$ cat src/rtl/pipe_ctrl.sv
// Pipeline stall/flush controller for the five-stage MIPS core.
// Optional bus-drain before an exception flush is built when PIPE_CTRL_DRAIN_EN is defined.
module pipe_ctrl #(
    parameter logic [31:0] EXC_VECTOR = 32'hBFC00380
) (
    input  logic        clk,
    input  logic        rst,
    input  logic        stallreq_if,
    input  logic        stallreq_id,
    input  logic        stallreq_ex,
    input  logic        stallreq_mem,
    input  logic [31:0] mem_exception_type,
    input  logic [31:0] cp0_epc,
    input  logic        ibus_busy,
    input  logic        dbus_busy,
    output logic [5:0]  pause,
    output logic        clear,
    output logic [31:0] new_pc,
    output logic [31:0] stall_cnt
);

    localparam logic [31:0] ERET_CODE = 32'h0000000e;

    logic [5:0]  stall_pause;
    logic [31:0] stall_cnt_q;
    logic [31:0] stall_cnt_d;

    // Highest requesting stage wins; the first un-paused register downstream loads a bubble.
    always_comb begin
        if (stallreq_mem)
            stall_pause = 6'b011111;
        else if (stallreq_ex)
            stall_pause = 6'b001111;
        else if (stallreq_id)
            stall_pause = 6'b000111;
        else if (stallreq_if)
            stall_pause = 6'b000011;
        else
            stall_pause = 6'b000000;
    end

    function automatic logic [31:0] redirect_pc(input logic [31:0] exc_type,
                                                input logic [31:0] epc);
        return (exc_type == ERET_CODE) ? epc : EXC_VECTOR;
    endfunction

`ifdef PIPE_CTRL_DRAIN_EN
    localparam logic [0:0] ST_RUN   = 1'b0;
    localparam logic [0:0] ST_DRAIN = 1'b1;

    logic [0:0]  state_q, state_d;
    logic [31:0] exc_type_q, exc_type_d;
    logic [31:0] epc_q, epc_d;
    logic        bus_busy;

    assign bus_busy = ibus_busy | dbus_busy;

    always_comb begin
        pause      = 6'b000000;
        clear      = 1'b0;
        new_pc     = 32'h0;
        state_d    = state_q;
        exc_type_d = exc_type_q;
        epc_d      = epc_q;
        if (rst) begin
            if (state_q == ST_RUN) begin
                if (mem_exception_type != 32'h0) begin
                    if (bus_busy) begin
                        pause      = 6'b111111;
                        exc_type_d = mem_exception_type;
                        epc_d      = cp0_epc;
                        state_d    = ST_DRAIN;
                    end else begin
                        clear  = 1'b1;
                        new_pc = redirect_pc(mem_exception_type, cp0_epc);
                    end
                end else begin
                    pause = stall_pause;
                end
            end else begin
                // Live exception/stall inputs are ignored until both buses go idle.
                if (bus_busy) begin
                    pause = 6'b111111;
                end else begin
                    clear   = 1'b1;
                    new_pc  = redirect_pc(exc_type_q, epc_q);
                    state_d = ST_RUN;
                end
            end
        end
    end

    always_ff @(posedge clk) begin
        if (!rst) begin
            state_q    <= ST_RUN;
            exc_type_q <= 32'h0;
            epc_q      <= 32'h0;
        end else begin
            state_q    <= state_d;
            exc_type_q <= exc_type_d;
            epc_q      <= epc_d;
        end
    end
`else
    logic unused_bus_busy;
    assign unused_bus_busy = ibus_busy ^ dbus_busy;

    always_comb begin
        pause  = 6'b000000;
        clear  = 1'b0;
        new_pc = 32'h0;
        if (rst) begin
            if (mem_exception_type != 32'h0) begin
                clear  = 1'b1;
                new_pc = redirect_pc(mem_exception_type, cp0_epc);
            end else begin
                pause = stall_pause;
            end
        end
    end
`endif

    always_comb begin
        stall_cnt_d = stall_cnt_q;
        if (pause[0] && !clear && (stall_cnt_q != 32'hFFFFFFFF))
            stall_cnt_d = stall_cnt_q + 32'd1;
    end

    always_ff @(posedge clk) begin
        if (!rst)
            stall_cnt_q <= 32'h0;
        else
            stall_cnt_q <= stall_cnt_d;
    end

    assign stall_cnt = stall_cnt_q;

endmodule

$ cat config.mk
export PLATFORM = sky130hd
export DESIGN_NAME = pipe_ctrl
export DESIGN_NICKNAME = d
export VERILOG_FILES = /design/src/rtl/pipe_ctrl.sv
export SDC_FILE = /design/constraint.sdc
export NUM_CORES = 1
export LEC_CHECK = 0
export CORE_ASPECT_RATIO = 1.75
export CORE_MARGIN = 5
export CORE_UTILIZATION = 33
export DETAILED_ROUTE_END_ITERATION = 8
export GPL_TIMING_DRIVEN = 0
export PLACE_DENSITY = 0.8
export SETUP_SLACK_MARGIN = 0.2
export SYNTH_ARGS = -nofsm -noshare
export SYNTH_HDL_FRONTEND = slang
export SYNTH_SLANG_ARGS = --single-unit
$ cat constraint.sdc
create_clock -name clk -period 2.05 [get_ports clk]
set_input_delay 0.41 -clock clk [delete_from_list [all_inputs] [get_ports clk]]
set_output_delay 0.41 -clock clk [all_outputs]
set_load 0.01 [all_outputs]
==> flow_summary.json <==
{
  "status": "finished with violations",
  "violations": "setup timing",
  "tritoncts": "built",
  "cap_viol_max_count": 0,
  "setup_ws_ps": -219,
  "fillers": 387,
  "slew_viol_final": 0,
  "arrival_ps": 1860,
  "die_area_um2": 8260,
  "hold_viol_final": 0,
  "htree_num_levels": 2,
  "crit_top_cell": "buf_6",
  "drcViolationCount": 0,
  "p_leak_nw": 1.93,
  "clkSlewWorstSetupHoldPaths_ps": 50,
  "critPathMaxStageDelay_ps": 270,
  "worstMarginPinSlew_ps": 764,
  "wl_mm": 13.1,
  "via_count": 3385,
  "rsz0062_at_grt": "yes",
  "final_cell_mix": "clkdlybuf4s50_1, buf_6, buf_4",
  "multi_input_area_um2": 2060,
  "firstDrtPassIters": 4,
  "cts_hold_buf": 0,
  "synth_warnings": 0,
  "portBuffers": 139,
  "final_common_cell": "clkdlybuf4s50_1",
  "grt_max_degree": 12,
  "yosysUniqueCellTypes": 39,
  "synthFlopType": "dfxtp_1",
  "grt_overflow": 0,
  "hold_path_class": "reg -> reg",
  "grtUsageTotal_pct": 26.6,
  "placed_area_um2": 3910,
  "crit_chain": "buf_6 -> nor4_4 -> and4_4 -> buf_6 -> nand3_4 -> nor2_4 -> buf_8 -> and2_4 -> buf_6",
  "grt_pass1_vias": 3336,
  "viasPerCell": 5.95,
  "place.gp.congestion": 0.851,
  "fin_nets": 559,
  "period_needed_ps": 2270,
  "path_delay_family": "simple AND/OR/NAND/NOR gates",
  "seq_area_um2": 698,
  "final.setup_skew_ps": 8.38,
  "ant_nets": 0,
  "path_max_fanout": 5,
  "cts-root-buf": "clkbuf_16",
  "required_ps": 1640,
  "die_h_um": 117,
  "io_pins": 143,
  "stdcell_area_um2": 5210,
  "setup_tns_ps": -8660,
  "crit_path_end_kind": "output port",
  "grt_pass1_wl_mm": 17.2,
  "rows": 39,
  "syn_inst": 274,
  "antenna_found_initial": 0,
  "synth.avg_cell_area_um2": 7.81,
  "setup-violations-final": 66,
  "netlist_area_um2": 2140,
  "critPathKind": "in -> out",
  "dpl.hpwl_mm": 7.11,
  "synth-edff-count": 0,
  "ir_worst_vdd_v": 0.000529,
  "insertedDiodeCount": 0,
  "cts_buffer_depth": 2,
  "die-width_um": 70.9,
  "core_area_um2": 6440,
  "startpoint_type": "primary input",
  "period_share_pct": 111,
  "powerDensity_nw_per_um2": 307,
  "fmax_mhz": 441,
  "maxSlewHeadroom_pct": 49.0,
  "async_flop_share_pct": 0,
  "clock-sinks": 32,
  "cpMaxStageDelayCell": "nor4_4",
  "seq_area_frac_synth_pct": 29.9,
  "ys_ff_latch": 32,
  "synth_nets": 347,
  "cp.buffers_inverters": 4,
  "largest_reg_flops": 32,
  "layout-drive-gt1-share_pct": 55.0,
  "initial_utilization_pct": 33.2,
  "numCtsBuffers": 5,
  "routedWlPerCell_um": 23.0,
  "drt_first_iter_violations": 158,
  "p_total_mw": 1.60,
  "syn_to_final_growth_pct": 143,
  "clock_latency_ps": 290
}
repair_timing:
action	CTS	global route
cloned	5	1
resized for setup	372	64
endpoints found under the hold margin	0	0
pin swaps	52	37
endpoints found under the setup margin	70	70
setup buffers	43	17
metal layers:
| metal | vias to the layer above | part of all wire, % | routed length (µm) | GRT usage, % |
|---|---|---|---|---|
| met5 | - | 0 | 0 | 0 |
| met4 | 0 | 4.3 | 568 | 12.9 |
| met3 | 50 | 8.0 | 1040 | 6.80 |
| met2 | 245 | 55 | 7220 | 52.8 |
| met1 | 1621 | 33 | 4280 | 24.5 |
| li1 | 1469 | - | - | - |
path summary, 6_finish.rpt:
path | start | end | slack, ps | cells past startpoint
hold / removal | stall_cnt[22] | stall_cnt[22] | 490 | 2
hold reg to reg | stall_cnt[22] | stall_cnt[22] | 490 | 2
setup reg to reg | stall_cnt[14] | stall_cnt[21] | -160 | 7
setup / recovery | mem_exception_type[11] | new_pc[0] | -220 | 9
tightest hold or removal path, stage by stage (launching register included):
cell	delay, ps
dfxtp_1	330
nand2_1	60
mux2i_1	50
cell usage after synthesis, types with 7 or more instances:
master,n,area share (%)
a21oi_1,21,4.9
and2_1,21,6.1
clkbuf_1,10,1.8
dfxtp_1,32,30
inv_1,9,1.6
nand2_1,18,3.2
nand2b_1,7,2.0
nand3_1,12,2.8
nand4_1,9,2.6
nor2_1,10,1.8
nor3_1,9,2.1
nor4_1,13,3.8
o21a_1,13,4.6
o31ai_1,17,6.0
or4_1,20,7.0
stage by stage:
step           hold WS [ps]  setup WS, ps  cells  util (%)
2_1_floorplan           484          12.6    274         -
3_3_place_gp            468         -1020    495      60.6
3_5_place_dp            478         -1070    495      60.6
4_1_cts                 488          -191    551      74.1
5_1_grt                 514          -277    569      80.9
6_report                491          -219    569      80.9
report_power, final:
group	switching (mW)	internal, mW
clock	0.300	0.448
sequential	0.00000000000865	0.605
combinational	0.100	0.145
cell type report:
type	instances	area share, %
clock inverter	2	0.240
timing repair buffer	204	37.4
multi-input combinational	215	39.6
buffer	19	4.25
inverter	9	0.696
sequential	32	13.4
tap	82	1.97
clock buffer	6	2.47
kinds of logic after synthesis:
kind of cell / after synthesis / synth area share [%]
multiplexers: 6 / 2.81
other: 1 / 0.175
buffers and inverters: 28 / 6.02
flip-flops: 32 / 29.9
adder cells (fa/ha/maj): 1 / 0.584
AO/OA/AOI/OAI: 64 / 19.6
AND/OR/NAND/NOR: 142 / 40.9
No activity file was read; power rests on OpenSTA's default activity.
